<file path="config.mk">
export PLATFORM = sky130hd
export DESIGN_NAME = cmp_flag_unit
export DESIGN_NICKNAME = d
export VERILOG_FILES = /design/src/rtl/cmp_flag_unit.sv
export SDC_FILE = /design/constraint.sdc
export NUM_CORES = 1
export LEC_CHECK = 0
export ABC_AREA = 1
export BUFFER_PORTS_ARGS = -buffer_cell sky130_fd_sc_hd__buf_2
export CORE_UTILIZATION = 52
export DETAILED_ROUTE_END_ITERATION = 7
export PLACE_DENSITY = 0.82
export SLEW_MARGIN = 30
export SYNTH_ARGS = -nofsm -noshare
export SYNTH_HDL_FRONTEND = slang
export SYNTH_SLANG_ARGS = --single-unit
</file>
<file path="constraint.sdc">
create_clock -name clk -period 4.1 [get_ports clk]
set_input_delay 0.205 -clock clk [delete_from_list [all_inputs] [get_ports clk]]
set_output_delay 0.205 -clock clk [all_outputs]
set_load 0.005 [all_outputs]
</file>
<file path="src/rtl/cmp_flag_unit.sv">
// Multi-cycle subtract-and-compare unit: computes op_a - op_b one chunk per cycle
// (LSB first), then publishes diff and {N,Z,C,V} flags atomically and evaluates a branch condition.
module cmp_flag_unit #(
  parameter int WIDTH = 32,
  parameter int CHUNK = 8
) (
  input  logic             clk,
  input  logic             reset,
  input  logic             cmp_valid,
  output logic             cmp_ready,
  input  logic [WIDTH-1:0] op_a,
  input  logic [WIDTH-1:0] op_b,
  input  logic [2:0]       cond,
  output logic [WIDTH-1:0] diff,
  output logic [3:0]       flags,
  output logic             flags_valid,
  output logic             done,
  output logic             branch_taken
);

  localparam int NCHUNK = WIDTH / CHUNK;
  localparam int CW = (NCHUNK > 1) ? $clog2(NCHUNK) : 1;
  localparam logic [CW-1:0] LAST = CW'(NCHUNK - 1);

  typedef enum logic {IDLE, CALC} state_t;

  state_t           state;
  logic [CW-1:0]    cnt;
  logic [WIDTH-1:0] a_q;
  logic [WIDTH-1:0] b_q;
  logic [WIDTH-1:0] work;
  logic [WIDTH-1:0] work_next;
  logic             carry;
  logic [CHUNK-1:0] a_chunk;
  logic [CHUNK-1:0] b_chunk;
  logic [CHUNK:0]   sum;
  logic             flag_n;
  logic             flag_z;
  logic             flag_v;

  assign cmp_ready = (state == IDLE) && !reset;

  // Current chunk adder; work_next is the accumulated result with this chunk merged in.
  always_comb begin
    a_chunk = '0;
    b_chunk = '0;
    for (int i = 0; i < NCHUNK; i++) begin
      if (cnt == CW'(i)) begin
        a_chunk = a_q[i*CHUNK +: CHUNK];
        b_chunk = b_q[i*CHUNK +: CHUNK];
      end
    end
    sum = {1'b0, a_chunk} + {1'b0, ~b_chunk} + {{CHUNK{1'b0}}, carry};
    work_next = work;
    for (int i = 0; i < NCHUNK; i++) begin
      if (cnt == CW'(i)) begin
        work_next[i*CHUNK +: CHUNK] = sum[CHUNK-1:0];
      end
    end
  end

  assign flag_n = work_next[WIDTH-1];
  assign flag_z = (work_next == '0);
  assign flag_v = (a_q[WIDTH-1] != b_q[WIDTH-1]) && (work_next[WIDTH-1] != a_q[WIDTH-1]);

  always_ff @(posedge clk) begin
    if (reset) begin
      state       <= IDLE;
      cnt         <= '0;
      a_q         <= '0;
      b_q         <= '0;
      work        <= '0;
      carry       <= 1'b0;
      diff        <= '0;
      flags       <= '0;
      flags_valid <= 1'b0;
      done        <= 1'b0;
    end else begin
      done <= 1'b0;
      case (state)
        IDLE: begin
          if (cmp_valid) begin
            a_q         <= op_a;
            b_q         <= op_b;
            work        <= '0;
            carry       <= 1'b1;
            cnt         <= '0;
            flags_valid <= 1'b0;
            state       <= CALC;
          end
        end
        CALC: begin
          work  <= work_next;
          carry <= sum[CHUNK];
          cnt   <= cnt + CW'(1);
          // Only the final chunk exposes a result, so diff never shows a partial value.
          if (cnt == LAST) begin
            diff        <= work_next;
            flags       <= {flag_n, flag_z, sum[CHUNK], flag_v};
            flags_valid <= 1'b1;
            done        <= 1'b1;
            cnt         <= '0;
            state       <= IDLE;
          end
        end
        default: state <= IDLE;
      endcase
    end
  end

  // flags = {N,Z,C,V}; without a valid result only "always" is taken.
  always_comb begin
    branch_taken = 1'b0;
    if (!flags_valid) begin
      branch_taken = (cond == 3'd6);
    end else begin
      case (cond)
        3'd0: branch_taken = flags[2];
        3'd1: branch_taken = !flags[2];
        3'd2: branch_taken = !flags[1];
        3'd3: branch_taken = flags[1];
        3'd4: branch_taken = flags[3] ^ flags[0];
        3'd5: branch_taken = !(flags[3] ^ flags[0]);
        3'd6: branch_taken = 1'b1;
        default: branch_taken = 1'b0;
      endcase
    end
  end

endmodule

</file>
# Word-level counts from Yosys, hierarchy flattened
# Index checks and enable logic that the tools add are counted.
dict set report totals {
  in_bits 70
  elab_cells 70
  regBits 138
}
dict set report op_classes {
  muxes 28
  bitwise_logic 3
  n_eq_ne 13
  n_reduce_logical 13
  n_addsub 3
}
# cell count
set ops {}
lappend ops {{2-to-1 mux 8 bit} 12}
lappend ops {{case mux 32 bit (2 select lines)} 1}
lappend ops {{logical NOT 32 bit} 1}
lappend ops {{2-to-1 mux 32 bit} 1}
lappend ops {{adder 8 x 8 -> 9 bit} 1}
lappend ops {{adder 9 x 1 -> 9 bit} 1}
lappend ops {{equality test 3 bit, second input constant} 3}
lappend ops {{inverter 8 bit} 1}
lappend ops {{2-to-1 mux 1 bit} 7}
lappend ops {{case mux 1 bit (7 select lines)} 1}
lappend ops {{equality test 3 x 2 -> 1 bit, second input constant} 2}
lappend ops {{case mux 1 bit (2 select lines)} 3}
lappend ops {{AND reduction 2 bit} 3}
lappend ops {{equality test 2 bit, second input constant} 2}
lappend ops {{logical NOT 1 bit} 4}
lappend ops {{2-to-1 mux 2 bit} 2}
lappend ops {{case mux 2 bit (2 select lines)} 1}
lappend ops {{equality test 3 x 1 -> 1 bit, second input constant} 1}
lappend ops {{logical NOT 3 bit} 1}
lappend ops {{adder 2 x 1 -> 2 bit, second input constant} 1}
lappend ops {{equality test 2 x 1 -> 1 bit, second input constant} 1}
lappend ops {{logical AND 1 bit} 2}
lappend ops {{logical NOT 2 bit} 1}
lappend ops {{!= test 1 bit} 2}
lappend ops {{5 further kinds} 5}

# Longest topological paths before layout
# Gate-level depths: netlist of run 1.
dict set report logic_depth {
  ltp_word 11
  mapped_depth 24
  ltp_nobuf 23
}

# Worst setup path after synthesis of run 1
# Ideal clock, no wire load.
dict set report synth_timing {
  path_kind {register to register}
  from {register cnt[0]}
  to {register flags[2]}
  synth_period_minus_slack_ps 3092
  required_time_ps 4041
  path_buffers 1
  slack_ps 1008
  stages_incl_launch_ff 22
  setup_ps 59
  arrival_ps 3033
  cell_sequence {dfxtp_1 -> inv_1 -> ha_1 -> inv_2 -> buf_1 -> o21ai_0 -> nand2_1 -> o21ai_0 -> fa_1 -> inv_1 -> fa_1 -> nand2_1 -> nand2_1 -> nor2_1 -> nand3_1 -> nor2_1 -> nand3_1 -> nor2_1 -> nand2_1 -> nor2_1 -> nand2_1 -> nand2_1}
}
dict set report synth_between {
  elab_chain_len 10
}
# element line_no
set synth_rtl {}
lappend synth_rtl {{from (decl)} 28} ;# logic [CW-1:0] cnt;
lappend synth_rtl {{from (signal assigned)} 95} ;# cnt <= cnt + CW'(1);
lappend synth_rtl {{logical NOT 2 bit} {48, 56}}
lappend synth_rtl {{2-to-1 mux 8 bit (4 in a row)} 48} ;# if (cnt == CW'(i)) begin
lappend synth_rtl {{inverter 8 bit} 53} ;# sum = {1'b0, a_chunk} + {1'b0, ~b_chunk} + {{CHUNK{1'b0}}, carry};
lappend synth_rtl {{adder 8 x 8 -> 9 bit} 53}
lappend synth_rtl {{adder 9 x 1 -> 9 bit} 53}
lappend synth_rtl {{2-to-1 mux 8 bit} 56} ;# if (cnt == CW'(i)) begin
lappend synth_rtl {{logical NOT 32 bit} 63} ;# assign flag_z = (work_next == '0);
lappend synth_rtl {{to (signal assigned)} 99} ;# flags <= {flag_n, flag_z, sum[CHUNK], flag_v};
lappend synth_rtl {{to (decl)} 15} ;# output logic [3:0] flags,
# Parallel ways exist; a longest one is shown, timed or not.
# A chain may end at the register's enable or synchronous reset.

# Worst setup path in the final report of run 1
# Same ends and word-level chain as after synthesis.

==> results of run 1 <==
## metal layers
layer	share of wire, %	vias up	routed length, um
met5	0	-	0
met4	2.0	0	346
met1	44	2741	7540
met3	7.7	29	1300
li1	-	3009	-
met2	46	286	7760
## flip-flops by register name (all words and copies together), names as in the netlist
| register | count |
|---|---|
| b_q | 32 |
| state | 1 |
| diff | 32 |
| flags_valid | 1 |
| done | 1 |
| flags | 3 |
| work | 31 |
| carry | 1 |
| cnt | 2 |
| a_q | 32 |
## stage by stage
step	hold slack, ps	cells	util [%]
after global routing	8.33	1107	64.0
after global placement	422	1077	58.9
final	2.23	1107	64.0
after floorplan	340	866	-
after CTS	6.51	1107	63.9
after detailed placement	433	1077	58.9
## worst paths after layout
path	startpoint	end	slack (ps)
worst max-delay path	cnt[0]	flags[2]	390
worst min-delay path	op_a[12]	a_q[12]	2
worst max register to register	cnt[0]	flags[2]	390
worst min register to register	diff[25]	diff[25]	450
## critical path, cell delays in order, from the launching register on
cell	delay (ps)
dfxtp_1	390
inv_1	90
ha_1	400
buf_4	280
nand3_1	90
nand3_1	60
o21ai_0	90
a21oi_1	110
fa_1	390
inv_1	140
fa_1	530
inv_1	130
o21ai_1	110
nor2_1	140
nand2_1	80
nor2_1	130
nand3_1	90
nor2_1	160
nand2_1	60
nor2_1	80
nand2_1	50
nand2_1	40
## placed cells by master (no fill, tap or decap), types with 4 or more instances in the layout
cell type and count:
nand2_2 11, dfxtp_1 136, ha_1 11, clkbuf_16 17, clkinv_2 4, buf_2 109, o311ai_0 4, o21ai_0 108
o21ai_1 7, nand2_1 172, inv_2 5, nor2_1 162, a22o_1 15, or2_2 7, nand3_2 6, nand3_1 46
inv_1 40, buf_4 12, a21oi_1 54
## power by group through the flow
stage / Clock [uW] / Sequential (uW) / Combinational, uW
floorplan: 0 / 1440 / 531
global placement: 0 / 1460 / 709
detailed placement: 0 / 1460 / 722
CTS: 1510 / 1430 / 729
global route: 1580 / 1440 / 825
finish: 1510 / 1440 / 743
## cell usage after synthesis
cell,n,area share [%]
a21oi_1,54,4.4
a21oi_2,2,0.28
a21oi_4,1,0.26
a22o_1,15,2.1
a22oi_1,1,0.12
a32o_1,1,0.16
buf_1,4,0.24
buf_2,15,1.2
buf_4,1,0.12
buf_6,1,0.18
clkbuf_1,32,1.9
dfxtp_1,136,44
fa_1,2,0.65
ha_1,11,2.2
inv_1,42,2.6
inv_2,5,0.30
nand2_1,172,10
nand2_2,11,1.1
nand3_1,46,3.7
nand3_2,6,0.97
nand3b_1,1,0.12
nand4_1,1,0.10
nor2_1,164,10
nor2_2,2,0.20
o2111ai_1,1,0.14
o211ai_1,3,0.37
o21ai_0,108,8.8
o21ai_1,7,0.57
o21ai_2,2,0.28
o22ai_1,3,0.30
o311ai_0,4,0.57
o31ai_1,2,0.24
or2_1,2,0.20
or2_2,7,0.71
xor2_1,1,0.14
## logic make-up after synthesis
kind of cell             share of synthesized area, %
AND/OR/NAND/NOR                                  27.6
AO/OA/AOI/OAI                                    18.6
flip-flops                                       44.2
buffers and inverters                            6.58
adder cells (fa/ha/maj)                          2.88
XOR/XNOR                                        0.142
## area by class of cell
| cell class | instances | area, um2 | share of cell area [%] |
|---|---|---|---|
| Sequential cell | 136 | 2720 | 37.1 |
| Tap cell | 143 | 179 | 2.44 |
| Clock inverter | 11 | 124 | 1.69 |
| Clock buffer | 19 | 453 | 6.17 |
| Timing Repair Buffer | 121 | 636 | 8.66 |
| Inverter | 47 | 178 | 2.42 |
| Multi-Input combinational cell | 630 | 3050 | 41.5 |
==> impl_results.md, run 1 <==
* Status: completed
* Internal Pwr Total at 2550 uW
* Setup TNS at 0 ps
* Register area share after synthesis at 44.2%
* CP Launch Type: flop
* Post_cts resized at 0
* Syn Area/Cell at 7.12 um2
* Combinational Power Share at 20.1%
* Max-cap violations at 0
* Postcts setup bufs at 0
* 1st-pass router iterations at 5
* Clock power frac at 40.9%
* Filler Cells Inserted at 998
* Number of diodes at 0
* CTS tree: done
* Initial Utilization at 53.7%
* Relative slew slack at 44.6%
* CP arrival at 4080 ps
* Final Max Tran Viols at 0
* Clock buffer depth at 2
* Post-route DRC violation count at 0
* Die area at 12300 um2
* Met3 Use GR at 6.51%
* Vias in the first global route at 5732
* Initial DRC Count at 665
* Warnings from Yosys at 0
* Worst Tran Pin Value at 828 ps
* Fmax at 269 MHz
* Area Overhead vs Synth at 19.0%
* RSZ-0062 raised after global routing: false
* VDD IR max at 0.000283 V
* Post-DP HPWL at 11.6 mm
* Min-delay worst type: in -> reg
* Setup slack after layout at 389 ps
* Crit path time final at 3710 ps
* Die Y at 111 um
* Met2 usage at 45.6%
* Reg2Reg Depth at 21
* First-pass GRT wire length at 28.0 mm
* Yosys cell types at 35
* Mapped Area at 6160 um2
* Top Usage Layer GRT: met2
* Largest net degree at the start of global routing at 67
* Avg WL per Cell at 15.3 um
* Hold depth at 3
* Final net count at 1036
* Synth Instances at 866
* Power consumption at 3690 uW
* Die width at 111 um
* PD cells at 502 nW/um2
* Num ports at 110
* Switching power total at 1130 uW
* Total GRT Usage at 28.4%
* Seq cells post-synth at 136
* Root Buffer: clkbuf_16
* Clock Pin Slew Worst Setup and Hold Paths at 60 ps
* Via count at 6065
* Clk Latency, worst-skew pair at 420 ps
* Vias/cell at 5.48
* Total gr overflow at 0
* Placed instance area at 6760 um2
* Period utilization at 90.5%
* CTS sink cnt at 136
* Reg power frac at 39.0%
* Critical path class: reg -> reg
* Crit path max fanout at 15
* Fin area at 7340 um2
* Hold-fix buffers, CTS at 0
* Core area at 11500 um2
* Mapped Nets at 949
* GPL Wtd Cong at 0.943
* Initial antenna violation count at 0
* Setup Skew at 7.99 ps
* IO buf count at 109
* GRT met1 Usage at 37.5%
* Num CTS Buffers at 17
* Leakage at 0.00342 uW
* Total wire length at 17.0 mm
* FP Rows at 39
* Switch share at 30.8%
* ANT nets after route at 0
* Required @ worst endpoint at 4470 ps
* CTS H-Tree Depth at 4
* Final setup vio count at 0
* Hold Violations, Final at 0
* Worst slack, placed at 491 ps
* Critical Path Sink Type: flop
* Share of layout cells above drive strength 1 at 19.7%
Power figures use the tool's default switching activity.
==> run 2: changes to the inputs <==
PLACE_DENSITY = 0.75   (was 0.82)
==> impl_results.md, run 2 (same netlist as run 1, synthesis figures left out) <==
* Status: completed (unchanged)
* Number of diodes at 0 (unchanged)
* Setup Skew at 10.6 ps (was 7.99 ps)
* Clock Pin Slew Worst Setup and Hold Paths at 60 ps (about the same)
* Commonest cells after routing, fill and taps aside: nand2_1 (172), nor2_1 (162), dfxtp_1 (136) (unchanged)
* Setup TNS at 0 ps (unchanged)
* Crit-path leading delay family: simple AND/OR/NAND/NOR gates (was adder cells)
* Num ports at 110 (unchanged)
* Total GRT Usage at 29.7% (was 28.4%)
* Hold Violations, Final at 0 (unchanged)
* Area Overhead vs Synth at 25.4% (was 19.0%)
* Period utilization at 86.8% (was 90.5%)
* Max stage delay cell, worst path: fa_1 (unchanged)
* Total wire length at 17.6 mm (was 17.0 mm)
* Crit path time final at 3560 ps (was 3710 ps)
* GPL Wtd Cong at 0.942 (was 0.943)
* Die area at 12300 um2 (unchanged)
* Most Frequent Cell on Critical Path: nand2_1
* FP Rows at 39 (unchanged)
* Clock buffer depth at 2 (unchanged)
* 1st-pass router iterations at 5 (unchanged)
* Vias in the first global route at 5770 (was 5732)
* Via count at 6270 (was 6065)
* ANT nets after route at 0 (unchanged)
* Final setup vio count at 0 (unchanged)
* Initial antenna violation count at 0 (unchanged)
* RSZ-0062 raised after global routing: false (unchanged)
* CP arrival at 3880 ps (was 4080 ps)
* Share of layout cells above drive strength 1 at 19.2% (was 19.7%)
* Final Max Tran Viols at 0 (unchanged)
* PD cells at 487 nW/um2 (was 502 nW/um2)
* Avg WL per Cell at 15.4 um (was 15.3 um)
* CTS tree: done (unchanged)
* Min-delay src: op_a[3] (was op_a[12])
* Flop2flop setup slack at 540 ps (was 390 ps)
* Commonest non-fill, non-tap cell in the layout: nand2_1 (unchanged)
* Non-filler cells, final at 1146 (was 1107)
* IO buf count at 109 (unchanged)
* Hold depth at 3 (unchanged)
* Required @ worst endpoint at 4420 ps (was 4470 ps)
* Die width at 111 um (unchanged)
* VDD IR max at 0.000333 V (was 0.000283 V)
* Reg2reg start: cnt[0] (unchanged)
* Crit path buf inv count at 4 (unchanged)
* Worst stage delay on the critical path at 520 ps (was 530 ps)
* Final net count at 1073 (was 1036)
* Leakage at 0.00359 uW (was 0.00342 uW)
* Hold endpoint: a_q[3] (was a_q[12])
* Clk Latency, worst-skew pair at 430 ps (was 420 ps)
* Total gr overflow at 0 (unchanged)
* Initial Utilization at 53.7% (unchanged)
* Post-DP HPWL at 11.7 mm (was 11.6 mm)
* CP Launch Type: flop (unchanged)
* Post-Place Cells at 1079 (was 1077)
* Core area at 11500 um2 (unchanged)
* Crit-path cells: inv_1, ha_1, buf_4, nand3_1, nand2_1, o21ai_0, nand2_1, o21ai_0, fa_1, inv_1, nand2_1, nand2_2, inv_1, o21ai_0, nor2_1, nand3_1, nor2_1, nand2_1, nor2_1, nand2_1, nand2_1 (was inv_1, ha_1, buf_4, nand3_1, nand3_1, o21ai_0, a21oi_1, fa_1, inv_1, fa_1, inv_1, o21ai_1, nor2_1, nand2_1, nor2_1, nand3_1, nor2_1, nand2_1, nor2_1, nand2_1, nand2_1)
* Min-delay worst type: in -> reg (unchanged)
* Filler Cells Inserted at 978 (was 998)
* Post-route DRC violation count at 0 (unchanged)
* Worst Tran Pin Value at 810 ps (was 828 ps)
* CTS H-Tree Depth at 4 (unchanged)
* Relative slew slack at 46.0% (was 44.6%)
* Initial DRC Count at 424 (was 665)
* Critical Path Sink Type: flop (unchanged)
* Root Buffer: clkbuf_16 (unchanged)
* Die Y at 111 um (unchanged)
* Crit path max fanout at 16 (was 15)
* Postcts setup bufs at 0 (unchanged)
* Critical path class: reg -> reg (unchanged)
* Vias/cell at 5.47 (was 5.48)
* Num CTS Buffers at 17 (unchanged)
* Fmax at 281 MHz (was 269 MHz)
* Max-cap violations at 0 (unchanged)
* R2R Path End: flags[2] (unchanged)
* CTS sink cnt at 136 (unchanged)
* Largest net degree at the start of global routing at 67 (unchanged)
* Biggest regs: a_q: 32 flops, b_q: 32 flops, diff: 32 flops (unchanged)
* First-pass GRT wire length at 28.8 mm (was 28.0 mm)
* Reg2Reg Depth at 21 (unchanged)
==> run 2: worst max path at each step <==
stage | from | to | slack [ps] | cells after the start
after floorplan | cnt[0] | flags[2] | 1010 | 21
after global placement | cnt[0] | flags[2] | 730 | 20
after detailed placement | cnt[0] | flags[2] | 680 | 20
after CTS | cnt[0] | flags[2] | 660 | 21
after global routing | cnt[0] | flags[2] | 280 | 21
final | cnt[0] | flags[2] | 540 | 21
==> run 2: worst min-delay path, cell delays in order <==
cell and delay, ps:
buf_2 70, nor2_1 40, nor2_1 80
==> run 2: final cells by class <==
class | count | area, um2 | area share, %
Multi-Input combinational cell | 630 | 3050 | 39.4
Clock inverter | 14 | 175 | 2.27
Sequential cell | 136 | 2720 | 35.2
Inverter | 47 | 178 | 2.30
Tap cell | 143 | 179 | 2.31
Timing Repair Buffer | 158 | 1000 | 12.9
Clock buffer | 18 | 429 | 5.55
==> run 2: repair_timing <==
action,4_1_cts,5_1_grt
resized for setup,0,0
hold endpoints to repair,35,0
hold buffers,35,0
==> run 2: metal layers <==
layer  GRT usage (%)  vias up  wire length [um]
met1            38.8     2883              7720
met3            5.58       38              1250
li1                -     3089                 -
met2            47.3      260              8120
met5               0        -                 0
met4            13.8        0               552
==> run 2: per-stage QoR <==
stage | total power, uW | utilization [%] | hold WS, ps | setup WS [ps] | cell area (um2)
3_3_place_gp | 2190 | 59.1 | 422 | 727 | 6770
5_1_grt | 3930 | 67.4 | 7.23 | 275 | 7730
4_1_cts | 3760 | 67.4 | 0.439 | 663 | 7730
3_5_place_dp | 2190 | 59.1 | 430 | 683 | 6770
2_1_floorplan | 1970 | - | 340 | 1010 | 6160
6_report | 3760 | 67.4 | 11.7 | 540 | 7730
==> run 2: power by group <==
part           switching, uW  internal (uW)
clock network            592            960
logic                    515            263
registers               41.9           1390
==> run 3: changes to the inputs <==
CORE_UTILIZATION = 27   (was 52)
CTS_BUF_LIST = sky130_fd_sc_hd__clkbuf_8   (was unset)
PLACE_DENSITY = unset   (was 0.75)
==> impl_results.md, run 3 (same netlist as run 1, synthesis figures left out) <==
* Status: completed (unchanged)
* VDD IR max at 0.000200 V (was 0.000333 V)
* Internal Pwr Total at 2350 uW (was 2610 uW)
* Commonest non-fill, non-tap cell in the layout: nand2_1 (unchanged)
* CTS tree: done (unchanged)
* Die width at 153 um (was 111 um)
* RSZ-0062 raised after global routing: false (unchanged)
* Total gr overflow at 0 (unchanged)
* Switch share at 31.7% (was 30.5%)
* Critical path class: reg -> reg (unchanged)
* 1st-pass router iterations at 6 (was 5)
* Total GRT Usage at 17.0% (was 29.7%)
* Final setup vio count at 0 (unchanged)
* Postcts setup bufs at 0 (unchanged)
* Share of layout cells above drive strength 1 at 18.4% (was 19.2%)
* Post-DP HPWL at 13.2 mm (was 11.7 mm)
* Post_cts resized at 0 (unchanged)
* Post-route DRC violation count at 0 (unchanged)
* Setup Skew at 12.5 ps (was 10.6 ps)
* Die area at 23400 um2 (was 12300 um2)
* Final core utilization at 36.1% (was 67.4%)
* Commonest cells after routing, fill and taps aside: nand2_1 (172), nor2_1 (163), dfxtp_1 (136) (was nand2_1 (172), nor2_1 (162), dfxtp_1 (136))
* Leakage at 0.00363 uW (was 0.00359 uW)
* Clock power frac at 35.1% (was 41.2%)
* FP Rows at 54 (was 39)
* CP arrival at 3970 ps (was 3880 ps)
* Number of diodes at 0 (unchanged)
* CTS sink cnt at 136 (unchanged)
* Final net count at 1099 (was 1073)
* Min-delay worst type: in -> reg (unchanged)
* CTS H-Tree Depth at 4 (unchanged)
* Biggest regs: a_q: 32 flops, b_q: 32 flops, diff: 32 flops (unchanged)
* Vias in the first global route at 5801 (was 5770)
* CP Launch Type: flop (unchanged)
* Clk Latency, worst-skew pair at 470 ps (was 430 ps)
* Final Max Tran Viols at 0 (unchanged)
* Via count at 6183 (was 6270)
* Area taken by multi-input logic gates at 3040 um2 (was 3050 um2)
* Crit path time final at 3560 ps (about the same)
* Initial Utilization at 27.9% (was 53.7%)
* PD cells at 431 nW/um2 (was 487 nW/um2)
* Crit path max fanout at 18 (was 16)
* Worst Tran Pin Value at 877 ps (was 810 ps)
* Combinational Power Share at 23.2% (was 20.7%)
* Switching power total at 1090 uW (was 1150 uW)
* Fmax at 281 MHz (about the same)
* IO buf count at 109 (unchanged)
* ANT nets after route at 0 (unchanged)
* Area Overhead vs Synth at 29.4% (was 25.4%)
* Power consumption at 3440 uW (was 3760 uW)
* Largest net degree at the start of global routing at 67 (unchanged)
* Flop2flop setup slack at 540 ps (about the same)
* Reg area at 2720 um2 (unchanged)
* Vias/cell at 4.73 (was 5.47)
* Max-cap violations at 0 (unchanged)
* Total wire length at 19.3 mm (was 17.6 mm)
* Initial DRC Count at 527 (was 424)
* Root Buffer: clkbuf_8 (was clkbuf_16)
* Initial antenna violation count at 0 (unchanged)
* Required @ worst endpoint at 4510 ps (was 4420 ps)
* Clock Pin Slew Worst Setup and Hold Paths at 80 ps (was 60 ps)
* Critical Path Sink Type: flop (unchanged)
* Num CTS Buffers at 17 (unchanged)
* Core area at 22100 um2 (was 11500 um2)
* Period utilization at 86.9% (was 86.8%)
* GPL Wtd Cong at 0.820 (was 0.942)
* Filler Cells Inserted at 2304 (was 978)
* Hold Violations, Final at 0 (unchanged)
* Relative slew slack at 41.5% (was 46.0%)
* First-pass GRT wire length at 30.9 mm (was 28.8 mm)
* Reg power frac at 41.6% (was 38.1%)
* Die Y at 153 um (was 111 um)
* Avg WL per Cell at 14.7 um (was 15.4 um)
* Clock buffer depth at 2 (unchanged)
* Setup TNS at 0 ps (unchanged)
* Num ports at 110 (unchanged)
-- run 3: cell count changes in the layout (fill, tap and decap cells not counted), sizes merged --
cell,delta
dlygate4sd3,+26
bufinv,+1
clkinvlp,-2
inv,+1
clkbuf,+1
clkinv,-2
-- run 3: path summary, 6_finish.rpt --
check	depth (start not counted)	start	endpoint
worst min-delay path	3	op_b[29]	b_q[29]
worst min register to register	2	diff[25]	diff[25]
worst max-delay path	23	cnt[1]	flags[2]
worst max register to register	23	cnt[1]	flags[2]
-- run 3: final cells by class --
type / count / share of cell area, %
Timing Repair Buffer: 184 / 15.8
Inverter: 47 / 2.23
Clock inverter: 12 / 1.99
Clock buffer: 19 / 3.28
Multi-Input combinational cell: 630 / 38.2
Tap cell: 280 / 4.39
Sequential cell: 136 / 34.1
-- run 3: repair_timing --
action,CTS,global route
setup endpoints to repair,0,0
endpoints found under the hold margin,61,0
hold buffers,61,0
-- run 3: routing by layer --
layer / vias up / GRT usage, % / part of all wire (%)
met5: - / 0 / 0
met4: 0 / 6.83 / 1.6
met3: 28 / 2.64 / 6.2
met2: 189 / 26.1 / 44
met1: 2835 / 23.8 / 48
li1: 3131 / - / -
-- run 3: per-stage QoR --
step                      setup WS [ps]  std cells  instance area [um2]  hold slack, ps
after floorplan                    1010        866                 6160             340
after global placement              645       1216                 6940             428
after detailed placement            589       1216                 6940             433
after CTS                           569       1308                 7970            15.3
after global routing               99.9       1308                 7980            52.4
final                               539       1308                 7980            32.0
-- run 3: critical path: stages (launching register included) --
cell	delay, ps
dfxtp_1	380
inv_1	80
ha_1	320
inv_2	300
nand3_1	110
nand2_1	100
o21ai_0	70
nand2_1	60
o21ai_0	120
fa_1	430
inv_1	130
fa_1	260
inv_1	50
nand2_1	60
nand2_2	110
o21ai_1	240
nand2_1	90
nor2_1	170
nand3_1	100
nor2_1	100
nand2_1	50
nor2_1	80
nand2_1	50
nand2_1	50
-- run 3: power groups by stage --
stage / registers [uW] / clock network [uW] / logic, uW
after floorplan: 1440 / 0 / 531
after global placement: 1460 / 0 / 730
after detailed placement: 1460 / 0 / 742
after CTS: 1430 / 1230 / 790
after global routing: 1440 / 1290 / 894
final: 1430 / 1210 / 799
